## config.mk

```make
export PLATFORM = sky130hd
export DESIGN_NAME = pipe_hazard_ctrl_flat
export DESIGN_NICKNAME = d
export VERILOG_FILES = /design/src/rtl/pipe_ctrl_pkg.sv /design/src/rtl/pipe_hazard_ctrl_if.sv /design/src/rtl/hazard_detect.sv /design/src/rtl/pipe_hazard_ctrl.sv /design/src/flat_wrapper.sv
export SDC_FILE = /design/constraint.sdc
export NUM_CORES = 1
export LEC_CHECK = 0
export ABC_AREA = 1
export CAP_MARGIN = 20
export CORE_MARGIN = 3
export CORE_UTILIZATION = 50
export DETAILED_ROUTE_END_ITERATION = 12
export DONT_BUFFER_PORTS = 1
export GPL_ROUTABILITY_DRIVEN = 0
export SLEW_MARGIN = 5
export SYNTH_ARGS = -nofsm -noshare
export SYNTH_HDL_FRONTEND = slang
export SYNTH_SLANG_ARGS = --single-unit
```

## constraint.sdc

```tcl
create_clock -name clk_i -period 2.4 [get_ports clk_i]
set_input_delay 0.24 -clock clk_i [delete_from_list [all_inputs] [get_ports clk_i]]
set_output_delay 0.24 -clock clk_i [all_outputs]
set_load 0.005 [all_outputs]
```

## src/rtl/pipe_ctrl_pkg.sv

```systemverilog
// Shared types and widths for the pipeline hazard controller.
// State encoding, register field width, instruction and counter widths.
package pipe_ctrl_pkg;
  localparam int REG_W       = 3;
  localparam int INSTR_W     = 16;
  localparam int STALL_CNT_W = 16;

  typedef enum logic [1:0] {
    IDLE      = 2'd0,
    RUN       = 2'd1,
    LU_STALL  = 2'd2,
    IMEM_WAIT = 2'd3
  } state_e;
endpackage

```

## src/rtl/pipe_hazard_ctrl_if.sv

```systemverilog
// Bundle between the pipeline datapath and the hazard controller.
// master: datapath side (drives hazard inputs); slave: controller.
interface pipe_hazard_ctrl_if;
  import pipe_ctrl_pkg::*;

  logic [REG_W-1:0]       id_rs_i;
  logic [REG_W-1:0]       id_rt_i;
  logic                   id_uses_rs_i;
  logic                   id_uses_rt_i;
  logic                   ex_memread_i;
  logic [REG_W-1:0]       ex_rd_i;
  logic                   ex_branch_taken_i;
  logic                   imem_ready_i;
  logic                   pc_write_o;
  logic                   ifid_write_o;
  logic                   ifid_flush_o;
  logic                   idex_bubble_o;
  logic [1:0]             state_o;
  logic [STALL_CNT_W-1:0] stall_cnt_o;
  logic                   err_timeout_o;

  modport master (
    output id_rs_i, id_rt_i, id_uses_rs_i, id_uses_rt_i,
    output ex_memread_i, ex_rd_i, ex_branch_taken_i,
    output imem_ready_i,
    input  pc_write_o, ifid_write_o, ifid_flush_o,
    input  idex_bubble_o, state_o, stall_cnt_o,
    input  err_timeout_o
  );

  modport slave (
    input  id_rs_i, id_rt_i, id_uses_rs_i, id_uses_rt_i,
    input  ex_memread_i, ex_rd_i, ex_branch_taken_i,
    input  imem_ready_i,
    output pc_write_o, ifid_write_o, ifid_flush_o,
    output idex_bubble_o, state_o, stall_cnt_o,
    output err_timeout_o
  );
endinterface

```

## src/rtl/hazard_detect.sv

```systemverilog
// Load-use hazard term: EX load writes a register the ID instr reads.
// Ports: ID source fields/uses, EX memread/rd in; hazard_o out. r0 exempt.
module hazard_detect
  import pipe_ctrl_pkg::*;
(
  input  logic [REG_W-1:0] id_rs_i,
  input  logic [REG_W-1:0] id_rt_i,
  input  logic             id_uses_rs_i,
  input  logic             id_uses_rt_i,
  input  logic             ex_memread_i,
  input  logic [REG_W-1:0] ex_rd_i,
  output logic             hazard_o
);
  logic rs_hit;
  logic rt_hit;

  assign rs_hit = id_uses_rs_i & (id_rs_i == ex_rd_i);
  assign rt_hit = id_uses_rt_i & (id_rt_i == ex_rd_i);

  assign hazard_o = ex_memread_i & (ex_rd_i != '0)
                  & (rs_hit | rt_hit);
endmodule

```

## src/rtl/pipe_hazard_ctrl.sv

```systemverilog
// Pipeline stall/flush controller: load-use, branch and fetch-wait.
// Ports: clk_i, rst_n (async low), bus (slave: hazard in, controls out).
module pipe_hazard_ctrl
  import pipe_ctrl_pkg::*;
#(
  parameter int TIMEOUT = 255,
  parameter int WAIT_W  = 8
) (
  input  logic                 clk_i,
  input  logic                 rst_n,
  pipe_hazard_ctrl_if.slave    bus
);
  localparam logic [WAIT_W-1:0] TO    = WAIT_W'(TIMEOUT);
  localparam logic [WAIT_W-1:0] TO_M1 = WAIT_W'(TIMEOUT - 1);
  localparam logic [STALL_CNT_W-1:0] CNT_MAX = '1;

  state_e                 state_q, state_d;
  logic [WAIT_W-1:0]      wait_q, wait_d;
  logic                   err_q, err_d;
  logic [STALL_CNT_W-1:0] cnt_q, cnt_d;

  logic hazard;
  logic pc_write;
  logic ifid_write;
  logic ifid_flush;
  logic idex_bubble;

  hazard_detect u_hazard_detect (
    .id_rs_i      (bus.id_rs_i),
    .id_rt_i      (bus.id_rt_i),
    .id_uses_rs_i (bus.id_uses_rs_i),
    .id_uses_rt_i (bus.id_uses_rt_i),
    .ex_memread_i (bus.ex_memread_i),
    .ex_rd_i      (bus.ex_rd_i),
    .hazard_o     (hazard)
  );

  always_comb begin
    state_d     = state_q;
    pc_write    = 1'b0;
    ifid_write  = 1'b0;
    ifid_flush  = 1'b0;
    idex_bubble = 1'b1;
    unique case (state_q)
      IDLE: begin
        ifid_write = 1'b1;
        ifid_flush = 1'b1;
        state_d    = RUN;
      end
      RUN: begin
        if (bus.ex_branch_taken_i) begin
          pc_write   = 1'b1;
          ifid_write = 1'b1;
          ifid_flush = 1'b1;
        end else if (!bus.imem_ready_i) begin
          state_d = IMEM_WAIT;
        end else if (hazard) begin
          state_d = LU_STALL;
        end else begin
          pc_write    = 1'b1;
          ifid_write  = 1'b1;
          idex_bubble = 1'b0;
        end
      end
      LU_STALL: begin
        // Second bubble: no MEM-to-EX forwarding path exists.
        state_d = RUN;
        if (bus.ex_branch_taken_i) begin
          pc_write   = 1'b1;
          ifid_write = 1'b1;
          ifid_flush = 1'b1;
        end
      end
      IMEM_WAIT: begin
        if (bus.ex_branch_taken_i) begin
          state_d    = RUN;
          pc_write   = 1'b1;
          ifid_write = 1'b1;
          ifid_flush = 1'b1;
        end else if (bus.imem_ready_i) begin
          state_d     = RUN;
          pc_write    = 1'b1;
          ifid_write  = 1'b1;
          idex_bubble = 1'b0;
        end
      end
      default: state_d = IDLE;
    endcase
  end

  always_comb begin
    wait_d = wait_q;
    err_d  = err_q;
    cnt_d  = cnt_q;
    if (state_q == RUN && state_d == IMEM_WAIT) begin
      wait_d = '0;
    end else if (state_q == IMEM_WAIT) begin
      // Hold at TIMEOUT so a long wait cannot wrap back.
      if (wait_q != TO) wait_d = wait_q + 1'b1;
      if (wait_q == TO_M1) err_d = 1'b1;
    end
    if (!pc_write && state_q != IDLE && cnt_q != CNT_MAX) begin
      cnt_d = cnt_q + 1'b1;
    end
  end

  always_ff @(posedge clk_i or negedge rst_n) begin
    if (!rst_n) begin
      state_q <= IDLE;
      wait_q  <= '0;
      err_q   <= 1'b0;
      cnt_q   <= '0;
    end else begin
      state_q <= state_d;
      wait_q  <= wait_d;
      err_q   <= err_d;
      cnt_q   <= cnt_d;
    end
  end

  assign bus.pc_write_o    = pc_write;
  assign bus.ifid_write_o  = ifid_write;
  assign bus.ifid_flush_o  = ifid_flush;
  assign bus.idex_bubble_o = idex_bubble;
  assign bus.state_o       = state_q;
  assign bus.stall_cnt_o   = cnt_q;
  assign bus.err_timeout_o = err_q;
endmodule

```

## src/flat_wrapper.sv

```systemverilog
// flat-port wrapper written by rule: the top's interface ports become plain ports
module pipe_hazard_ctrl_flat import pipe_ctrl_pkg::*;
#(
  parameter int TIMEOUT = 255,
  parameter int WAIT_W  = 8
)
  (clk_i, rst_n, bus_id_rs_i, bus_id_rt_i, bus_id_uses_rs_i, bus_id_uses_rt_i, bus_ex_memread_i, bus_ex_rd_i, bus_ex_branch_taken_i, bus_imem_ready_i, bus_pc_write_o, bus_ifid_write_o, bus_ifid_flush_o, bus_idex_bubble_o, bus_state_o, bus_stall_cnt_o, bus_err_timeout_o);
  pipe_hazard_ctrl_if bus_i ();
  input  logic clk_i;
  input  logic rst_n;
  input wire logic [$bits(bus_i.id_rs_i)-1:0] bus_id_rs_i;
  input wire logic [$bits(bus_i.id_rt_i)-1:0] bus_id_rt_i;
  input wire logic [$bits(bus_i.id_uses_rs_i)-1:0] bus_id_uses_rs_i;
  input wire logic [$bits(bus_i.id_uses_rt_i)-1:0] bus_id_uses_rt_i;
  input wire logic [$bits(bus_i.ex_memread_i)-1:0] bus_ex_memread_i;
  input wire logic [$bits(bus_i.ex_rd_i)-1:0] bus_ex_rd_i;
  input wire logic [$bits(bus_i.ex_branch_taken_i)-1:0] bus_ex_branch_taken_i;
  input wire logic [$bits(bus_i.imem_ready_i)-1:0] bus_imem_ready_i;
  output wire logic [$bits(bus_i.pc_write_o)-1:0] bus_pc_write_o;
  output wire logic [$bits(bus_i.ifid_write_o)-1:0] bus_ifid_write_o;
  output wire logic [$bits(bus_i.ifid_flush_o)-1:0] bus_ifid_flush_o;
  output wire logic [$bits(bus_i.idex_bubble_o)-1:0] bus_idex_bubble_o;
  output wire logic [$bits(bus_i.state_o)-1:0] bus_state_o;
  output wire logic [$bits(bus_i.stall_cnt_o)-1:0] bus_stall_cnt_o;
  output wire logic [$bits(bus_i.err_timeout_o)-1:0] bus_err_timeout_o;
  assign bus_i.id_rs_i = bus_id_rs_i;
  assign bus_i.id_rt_i = bus_id_rt_i;
  assign bus_i.id_uses_rs_i = bus_id_uses_rs_i;
  assign bus_i.id_uses_rt_i = bus_id_uses_rt_i;
  assign bus_i.ex_memread_i = bus_ex_memread_i;
  assign bus_i.ex_rd_i = bus_ex_rd_i;
  assign bus_i.ex_branch_taken_i = bus_ex_branch_taken_i;
  assign bus_i.imem_ready_i = bus_imem_ready_i;
  assign bus_pc_write_o = bus_i.pc_write_o;
  assign bus_ifid_write_o = bus_i.ifid_write_o;
  assign bus_ifid_flush_o = bus_i.ifid_flush_o;
  assign bus_idex_bubble_o = bus_i.idex_bubble_o;
  assign bus_state_o = bus_i.state_o;
  assign bus_stall_cnt_o = bus_i.stall_cnt_o;
  assign bus_err_timeout_o = bus_i.err_timeout_o;
  pipe_hazard_ctrl #(.TIMEOUT(TIMEOUT), .WAIT_W(WAIT_W)) u_core (.clk_i(clk_i), .rst_n(rst_n), .bus(bus_i));
endmodule
```

# ---- Yosys cells after proc, flatten, opt, wreduce, memory -nomap -nowiden
# Cells that the tools add are included.
dict set report word_totals {
  inputBits 16
  reg_bits 27
  output_inout_bits 23
  wordCells 58
}
dict set report op_classes {
  n_eq_ne 9
  mux 24
  n_addsub 2
  bitwise 6
  n_reduce_logical 13
}
# op count
set ops {}
lappend ops {{two-way mux 8 bit} 3}
lappend ops {{adder 16 x 1 -> 16 bit, second input constant} 1}
lappend ops {{!= test 16 bit, second input constant} 1}
lappend ops {{two-way mux 1 bit} 11}
lappend ops {{two-way mux 2 bit} 5}
lappend ops {{adder 8 x 1 -> 8 bit, second input constant} 1}
lappend ops {{equality test 8 bit, second input constant} 1}
lappend ops {{!= test 8 bit, second input constant} 1}
lappend ops {{equality test 2 bit, second input constant} 3}
lappend ops {{equality test 3 bit} 2}
lappend ops {{one-hot mux 2 bit (3 select lines)} 1}
lappend ops {{nonzero test 2 bit} 3}
lappend ops {{bitwise AND 1 bit} 4}
lappend ops {{one-hot mux 1 bit (2 select lines)} 2}
lappend ops {{one-hot mux 1 bit (4 select lines)} 1}
lappend ops {{logical AND 1 bit} 3}
lappend ops {{one-hot mux 1 bit (3 select lines)} 1}
lappend ops {{AND reduction 3 bit} 1}
lappend ops {{nonzero test 3 bit} 1}
lappend ops {{OR reduction 3 bit} 1}
lappend ops {{equality test 2 x 1 -> 1 bit, second input constant} 1}
lappend ops {{zero test 2 bit} 1}
lappend ops {{AND reduction 2 bit} 1}
lappend ops {{OR reduction 2 bit} 1}
lappend ops {{other kinds (3)} 3}

# ---- Logic depth before layout (Yosys ltp)
# Gate-level depths: netlist of the first run.
dict set report depth {
  ltp_word 12
  ltp_mapped 12
  depth_no_buf 11
}

# ---- Cells and area by module
# From an unflattened synthesis of the first run, not the netlist that was laid out.
dict set report hier_totals {
  cells_unflattened 284
  area_unflattened_um2 1910.6
}
# module cells_each n_inst area_per_inst_um2
set by_module_without_submodules {}
lappend by_module_without_submodules {pipe_hazard_ctrl 249 1 1770.4}
lappend by_module_without_submodules {hazard_detect 35 1 140.1}

# ---- Least setup slack after synthesis of the first run
# No wires, ideal clock.
dict set report synth_timing {
  kind {reg2reg}
  start {reg u_core.cnt_q[0] (netlist: u_core.bus.stall_cnt_o[0])}
  end {reg u_core.cnt_q[10] (netlist: u_core.bus.stall_cnt_o[10])}
  synth_period_minus_slack_ns 1.567
  setup_time_ns 0.118
  arrival_ns 1.449
  stages_incl_launch_ff 10
  path_slack_ns 0.833
  cell_sequence {dfrtp_1 -> ha_1 -> nand3_2 -> nor2_4 -> nand2_2 -> nor2_2 -> nand2_2 -> buf_2 -> nand4_1 -> nand2_1}
}
dict set report synth_between {
  elab_chain_len 2
}
# element line
set synth_rtl {}
lappend synth_rtl {{from (decl)} pipe_hazard_ctrl.sv:20} ;# logic [STALL_CNT_W-1:0] cnt_q, cnt_d;
lappend synth_rtl {{from (signal assigned)} pipe_hazard_ctrl.sv:117} ;# cnt_q <= cnt_d;
lappend synth_rtl {{parallel branches: the longest is 2 deep, another holds adder 16 x 1 -> 16 bit} n/a}
# Several ways; the timed one is not identified.
# A chain may end at the register's enable or synchronous reset.

# ---- Worst setup path in the final report of the first run
# Ends and elaborated chain as after synthesis.

==> qor.yml, run 1 <==
placement:
  place_ws_ps: 528
  io_buffers: 0
  dp_hpwl_um: 2920
  dpl_cell_area_mm2: 0.00183
  place_inst: 284
final_layout:
  fin_util: 0.556
  nNetsFinal: 264
  final_common_cell: "nand2_1"
  fillers: 323
  fin_area_mm2: 0.00188
  antenna_cells: 0
  area_growth_pct: 4.73
  layout_common_cells: "nand2_1 (76), dfrtp_1 (27), nor2_1 (26)"
  final_cells: 290
  drive_gt1_frac: 0.0984
yosys:
  yosys_most_used_dff: "dfrtp_1"
  synth.distinct_cells: 29
  synthCells: 242
  synth-edff-count: 0
  syn_area_mm2: 0.00180
  synth.yosys.seq_area_share: 0.376
  yosysWarningCount: 0
  synth-seq-cells: 27
  synth_fp_nets: 261
  synth-async-reset-ratio: 1.00
  avgSynthCellArea_um2: 7.43
worst_setup_path:
  cp_max_fo: 16
  crit_path_end_kind: "register"
  critPathKind: "reg -> reg"
  r2r_cells: 9
  cp.arrival_ps: 2190
  start_kind: "register"
  required_ps: 2670
sta:
  setup_violations: 0
  slew_headroom: 0.657
  fmax_ghz: 0.520
  final_max_slew_viol_count: 0
  fin_crit_sh: 0.802
  fin_crit_ps: 1920
  setup_ws_ps: 476
  hold_viol_final: 0
  rsz0062_at_grt: "false"
  fin_skew_ps: 9.82
  fin_hold_ws_ps: 55.0
  fin_setup_tns_ps: 0
  worst_slew_pin_slew_ps: 513
clock_tree:
  cts_resized: 0
  cts.sinks: 27
  root_buffer: "clkbuf_4"
  cts-buffers-inserted: 3
  cts_tree: "built"
  clk-insertion-delay-late_ps: 320
  max-clock-path-buffers: 2
  htree_levels: 1
  path_clk_slew_ps: 150
global_route:
  grt_pass1_vias: 1513
  gr-total-overflow: 0
  grt_max_degree: 28
  grt.total_usage: 0.196
  antenna_found_initial: 0
  grt_pass1_wl_um: 6800
die:
  die_w_um: 66.0
  initial_core_util: 0.531
  die_height_um: 66.0
  dieArea_mm2: 0.00435
  core_mm2: 0.00339
  ios: 39
  rows: 21
power:
  ir_worst_vdd_v: 0.000410
  power.density_mw_per_mm2: 541
  p_leak_nw: 0.903
  finalPower_mw: 1.02
worst_hold_path:
  hold_class: "in -> reg"
  min_path_cells: 2
routing:
  dr.pass1.iters: 4
  drc_errors: 0
  drt_wl_total_um: 3880
  num_vias: 1545
  drtIter0Drc: 119
  wire_per_inst_um: 13.4
  vias_per_cell: 5.33
  ant_nets: 0
job:
  drv_cap: 0
outcome:
  outcome: "complete, no violations"
==> sequential cells by signal (all words and copies together) (netlist names) <==
signal / cells
u_core.bus.err_timeout_o: 1
u_core.bus.stall_cnt_o: 16
u_core.bus.state_o: 2
u_core.wait_q: 8
==> worst max-delay path: stages, from the launching register on <==
cell and delay (ps):
dfrtp_1 490, ha_1 260, nand3_2 130, nor2_4 140, nand2_2 90, nor2_2 100, nand2_2 220, nand4_4 290
nand2_1 70, nand2_1 70
==> power breakdown <==
part	total (mW)	switching, mW	internal (mW)
Clock	0.200	0.137	0.0624
Sequential	0.599	0.0907	0.508
Combinational	0.221	0.131	0.0901
Total	1.02	0.359	0.661
==> logic make-up after synthesis <==
kind of cell	Yosys count	synth area share
AO/OA/AOI/OAI	10	0.0403
XOR/XNOR	18	0.0876
adder cells (fa/ha/maj)	3	0.0209
buffers and inverters	33	0.0793
flip-flops	27	0.376
AND/OR/NAND/NOR	151	0.396
==> synth_stat cells (2+ instances only) <==
| cell type | number | area share |
|---|---|---|
| a21oi_1 | 2 | 0.0056 |
| buf_2 | 3 | 0.0083 |
| buf_6 | 2 | 0.013 |
| dfrtp_1 | 27 | 0.38 |
| ha_1 | 3 | 0.021 |
| inv_1 | 22 | 0.046 |
| inv_2 | 6 | 0.013 |
| nand2_1 | 76 | 0.16 |
| nand2_2 | 3 | 0.010 |
| nand3_1 | 8 | 0.022 |
| nand3_2 | 2 | 0.011 |
| nand4_1 | 21 | 0.073 |
| nor2_1 | 26 | 0.054 |
| nor2_2 | 3 | 0.010 |
| nor3_1 | 8 | 0.022 |
| xnor2_1 | 7 | 0.034 |
| xor2_1 | 11 | 0.054 |
==> worst paths after layout <==
| kind | start | end | slack (ps) |
|---|---|---|---|
| max in group asynchronous | rst_n | u_core.bus.state_o[0]$_DFF_PN0_ | 1920 |
| min in group asynchronous | rst_n | u_core.bus.stall_cnt_o[11]$_DFFE_PN0P_ | 330 |
| worst max register to register | u_core.bus.stall_cnt_o[0]$_DFFE_PN0P_ | u_core.bus.stall_cnt_o[10]$_DFFE_PN0P_ | 480 |
| worst min register to register | u_core.bus.err_timeout_o$_DFFE_PN0P_ | u_core.bus.err_timeout_o$_DFFE_PN0P_ | 540 |
| worst max-delay path | u_core.bus.stall_cnt_o[0]$_DFFE_PN0P_ | u_core.bus.stall_cnt_o[10]$_DFFE_PN0P_ | 480 |
| worst min-delay path | bus_ex_branch_taken_i | u_core.bus.state_o[0]$_DFF_PN0_ | 60 |
==> repair_timing <==
item / CTS / global route
hold buffers: 2 / 0
setup buffers: 0 / 0
endpoints found under the hold margin: 27 / 0
==> final cells by class <==
class / instances / area, µm² / share of cell area
clock buffers: 3 / 22.5 / 0.0120
repair buffers: 3 / 37.5 / 0.0199
well taps: 46 / 57.6 / 0.0305
multi-input cells: 182 / 981 / 0.521
flip-flops and latches: 27 / 676 / 0.359
clock inverters: 1 / 5.00 / 0.00266
inverters: 28 / 105 / 0.0558
==> per-layer routing <==
metal	vias up	GRT usage	wire length, µm	share of wire
li1	787	-	-	-
met3	4	0.0476	296	0.076
met5	-	0	0	0
met4	0	0.0457	31	0.0080
met2	46	0.313	1750	0.45
met1	708	0.267	1800	0.46
Note: power is estimated with default switching activity, not from simulation.
==> run 2, diff against run 1 <==
clock period = 1.8 ns   (was 2.4 ns; I/O delays follow)
==> qor.yml, run 2 (same netlist as run 1, synthesis figures left out) <==
sta:
  setup_violations: 0
  fin_hold_ws_ps: 75.4
  fmax_ghz: 0.591
  fin_setup_tns_ps: 0
  hold_viol_final: 0
  slew_headroom: 0.786
  fin_skew_ps: 7.67
  fin_crit_sh: 0.939
  rsz0062_at_grt: "false"
  final_max_slew_viol_count: 0
  worst_slew_pin_slew_ps: 320
  fin_crit_ps: 1690
placement:
  dpl_cell_area_mm2: 0.00190
  dp_hpwl_um: 3120
  io_buffers: 0
global_route:
  grt_pass1_vias: 1560
  grt_max_degree: 28
  grt.total_usage: 0.199
  gr-total-overflow: 0
  antenna_found_initial: 0
  grt_pass1_wl_um: 6820
power:
  comb_power_share: 0.267
  finalPower_mw: 1.44
  p_clk_frac: 0.193
  switching_share: 0.347
  switchingPower_mw: 0.500
  ir_worst_vdd_v: 0.000414
  seq_power_share: 0.540
  p_leak_nw: 1.00
  intPower_mw: 0.940
  power.density_mw_per_mm2: 704
die:
  dieArea_mm2: 0.00435
  ios: 39
  initial_core_util: 0.531
  core_mm2: 0.00339
  die_w_um: 66.0
  rows: 21
  die_height_um: 66.0
worst_setup_path:
  cpMaxStageDelayCell: "dfrtp_1"
  crit_path_end_kind: "output pin"
  rr_startpoint: "u_core.bus.stall_cnt_o[0]$_DFFE_PN0P_"
  slowest_delay_ps: 550
  critPathKind: "reg -> out"
  start_kind: "register"
  cp_max_fo: 11
  r2r_end: "u_core.bus.stall_cnt_o[6]$_DFFE_PN0P_"
  r2r_cells: 9
  cp.arrival_ps: 1510
  required_ps: 1620
  r2r_slack_ps: 170
  path_cells: "inv_2, nand2_2, buf_4, nand2_1"
clock_tree:
  clk-insertion-delay-late_ps: 330
  max-clock-path-buffers: 2
  root_buffer: "clkbuf_4"
  cts-buffers-inserted: 3
  path_clk_slew_ps: 150
  htree_levels: 1
  cts.sinks: 27
  cts_tree: "built"
routing:
  drt_wl_total_um: 4150
  dr.pass1.iters: 4
  vias_per_cell: 5.25
  ant_nets: 0
  drc_errors: 0
  num_vias: 1628
  drtIter0Drc: 103
  wire_per_inst_um: 13.4
job:
  drv_cap: 0
final_layout:
  largest_reg_flops: 16
  layout_common_cells: "nand2_1 (75), dfrtp_1 (27), nor2_1 (26)"
  fillers: 318
  antenna_cells: 0
  final_common_cell: "nand2_1"
  fin_area_mm2: 0.00204
  fin_util: 0.603
  drive_gt1_frac: 0.167
  nNetsFinal: 284
  area_growth_pct: 13.6
worst_hold_path:
  min_path_cells: 2
  holdPathEnd: "u_core.bus.state_o[1]$_DFF_PN0_"
  hold_start: "bus_ex_branch_taken_i"
  hold_class: "in -> reg"
outcome:
  outcome: "complete, no violations"
==> run 2: critical path: cells and delay by family, from the launching register on <==
family        cells  cell delay (ps)
buf+inv           2              320
flops             1              550
simple gates      2              310
==> run 2: worst max-delay path by stage <==
stage | to | from | cells past startpoint
finish | bus_ifid_write_o | u_core.bus.state_o[1]$_DFF_PN0_ | 4
detailed placement | u_core.wait_q[7]$_DFFE_PN0P_ | u_core.wait_q[0]$_DFFE_PN0P_ | 8
global placement | u_core.wait_q[7]$_DFFE_PN0P_ | u_core.wait_q[0]$_DFFE_PN0P_ | 8
CTS | bus_ifid_write_o | u_core.bus.state_o[1]$_DFF_PN0_ | 4
global route | u_core.bus.stall_cnt_o[7]$_DFFE_PN0P_ | u_core.bus.stall_cnt_o[0]$_DFFE_PN0P_ | 9
floorplan | u_core.bus.stall_cnt_o[10]$_DFFE_PN0P_ | u_core.bus.stall_cnt_o[0]$_DFFE_PN0P_ | 9
==> run 2: routing by layer <==
layer,track usage,share of wire
met1,0.259,0.46
met2,0.340,0.46
met3,0.0357,0.060
met4,0.0533,0.012
met5,0,0
==> run 2: timing repair <==
item / CTS / global route
pin swaps: 0 / 1
setup endpoints to repair: 2 / 3
gates resized for setup: 2 / 0
hold buffers: 3 / 0
setup buffers: 0 / 9
endpoints found under the hold margin: 28 / 0
==> run 2: area by class of cell <==
cell class | count | area (µm²) | area share
multi-input cells | 182 | 988 | 0.484
flip-flops and latches | 27 | 676 | 0.331
repair buffers | 23 | 190 | 0.0931
inverters | 28 | 105 | 0.0514
well taps | 46 | 57.6 | 0.0282
clock buffers | 4 | 26.3 | 0.0129
==> run 2: power by group through the flow <==
stage          Combinational, mW  Clock, mW  Sequential [mW]
3_3_place_gp               0.322          0            0.786
5_1_grt                    0.440      0.308            0.796
3_5_place_dp               0.331          0            0.791
6_report                   0.385      0.277            0.777
2_1_floorplan              0.239          0            0.782
4_1_cts                    0.355      0.283            0.778
==> run 2: per-stage QoR <==
step / cells / worst slack, ps
after floorplan: 242 / 233
after detailed placement: 294 / 198
after CTS: 301 / 8.00
after global placement: 294 / 262
final: 310 / 109
after global routing: 310 / 24.9
==> run 3, diff against run 2 <==
CORE_UTILIZATION = 35   (was 50)
clock period = 1.9 ns   (was 1.8 ns; I/O delays follow)
==> qor.yml, run 3 (same netlist as run 1, synthesis figures left out) <==
outcome:
  outcome: "complete, no violations"
routing:
  wire_per_inst_um: 12.7
  dr.pass1.iters: 4
  num_vias: 1514
  drt_wl_total_um: 4010
  ant_nets: 0
  vias_per_cell: 4.79
  drtIter0Drc: 77
  drc_errors: 0
final_layout:
  drive_gt1_frac: 0.116
  final_common_cell: "nand2_1"
  layout_common_cells: "nand2_1 (76), dfrtp_1 (27), nor2_1 (26)"
  nNetsFinal: 269
  fillers: 513
  antenna_cells: 0
  area_growth_pct: 9.53
  largest_reg_flops: 16
  fin_area_mm2: 0.00197
worst_setup_path:
  critPathKind: "reg -> out"
  start_kind: "register"
  r2r_cells: 9
  rr_startpoint: "u_core.bus.stall_cnt_o[0]$_DFFE_PN0P_"
  required_ps: 1710
  r2r_end: "u_core.bus.stall_cnt_o[2]$_DFFE_PN0P_"
  worst-path-buf-inv: 1
  cp_max_fo: 18
  path_cells: "inv_2, a21oi_1, a21oi_4, nand2_1"
  cpLargestDelayFamily: "flip-flops"
  slowest_delay_ps: 490
  r2r_slack_ps: 240
  crit_path_end_kind: "output pin"
  cpMaxStageDelayCell: "dfrtp_1"
  cp.arrival_ps: 1530
clock_tree:
  clk-insertion-delay-late_ps: 270
  htree_levels: 1
  cts_tree: "built"
  max-clock-path-buffers: 2
  cts-buffers-inserted: 3
  cts_setup_buffers: 0
  cts.sinks: 27
  root_buffer: "clkbuf_8"
  path_clk_slew_ps: 90
worst_hold_path:
  hold_start: "bus_ex_branch_taken_i"
  holdPathEnd: "u_core.bus.state_o[0]$_DFF_PN0_"
  min_path_cells: 2
  hold_class: "in -> reg"
sta:
  fin_skew_ps: 2.78
  fin_crit_ps: 1720
  rsz0062_at_grt: "false"
  fin_setup_tns_ps: 0
  slew_headroom: 0.684
  hold_viol_final: 0
  fmax_ghz: 0.583
  fin_hold_ws_ps: 48.3
  setup_violations: 0
  final_max_slew_viol_count: 0
  fin_crit_sh: 0.904
  worst_slew_pin_slew_ps: 473
power:
  ir_worst_vdd_v: 0.000308
  power.density_mw_per_mm2: 707
  finalPower_mw: 1.39
  p_leak_nw: 0.934
die:
  rows: 25
  core_mm2: 0.00485
  initial_core_util: 0.371
  die_height_um: 77.7
  dieArea_mm2: 0.00604
  ios: 39
  die_w_um: 77.7
placement:
  dp_hpwl_um: 3040
  io_buffers: 0
  dpl_cell_area_mm2: 0.00189
global_route:
  antenna_found_initial: 0
  grt_pass1_wl_um: 6840
  grt_max_degree: 28
  gr-total-overflow: 0
  grt.total_usage: 0.138
  grt_pass1_vias: 1415
job:
  drv_cap: 0
run 3: worst reg2reg max path, stage by stage (launching register included):
cell and delay, ps:
dfrtp_1 390, ha_1 240, nand3_2 130, nor2_4 50
nand2_2 90, nor2_2 40, nand2_2 160, nand4_4 270
nand2_1 130, nand2_1 60
run 3: worst max path at each step:
stage	from	to	cells past startpoint
global placement	u_core.bus.stall_cnt_o[0]$_DFFE_PN0P_	u_core.bus.stall_cnt_o[0]$_DFFE_PN0P_	9
CTS	u_core.bus.state_o[0]$_DFF_PN0_	bus_ifid_write_o	4
floorplan	u_core.bus.stall_cnt_o[0]$_DFFE_PN0P_	u_core.bus.stall_cnt_o[10]$_DFFE_PN0P_	9
detailed placement	u_core.bus.stall_cnt_o[0]$_DFFE_PN0P_	u_core.bus.stall_cnt_o[2]$_DFFE_PN0P_	9
global route	u_core.bus.state_o[1]$_DFF_PN0_	bus_ifid_write_o	4
finish	u_core.bus.state_o[1]$_DFF_PN0_	bus_ifid_write_o	4
run 3: through the flow:
stage,cells,setup WS (ps),utilization
after global placement,310,282,0.390
after CTS,316,97.2,0.405
after floorplan,242,333,-
after detailed placement,310,242,0.390
after global routing,316,9.91,0.406
final,316,183,0.406
run 3: cell type report:
class	count	area [µm²]	area share
multi-input cells	182	986	0.500
flip-flops and latches	27	676	0.343
inverters	28	105	0.0533
well taps	67	83.8	0.0425
repair buffers	8	75.1	0.0381
clock buffers	4	45.0	0.0229
run 3: power breakdown:
part	switching, mW	internal, mW	leakage, nW
Sequential	0.0888	0.642	0.361
Clock	0.185	0.151	0.0228
Combinational	0.189	0.138	0.550
Total	0.463	0.930	0.934
run 3: what timing repair did:
action                                  4_1_cts  5_1_grt
endpoints found under the setup margin        0        1
hold buffers                                  2        0
endpoints found under the hold margin        27        0
gates resized for setup                       0        1
run 3: per-layer routing:
metal | vias up | track usage | share of wire
met3 | 5 | 0.0244 | 0.045
met4 | 0 | 0.0445 | 0.013
li1 | 797 | - | -
met1 | 680 | 0.201 | 0.52
met2 | 32 | 0.206 | 0.43
met5 | - | 0 | 0
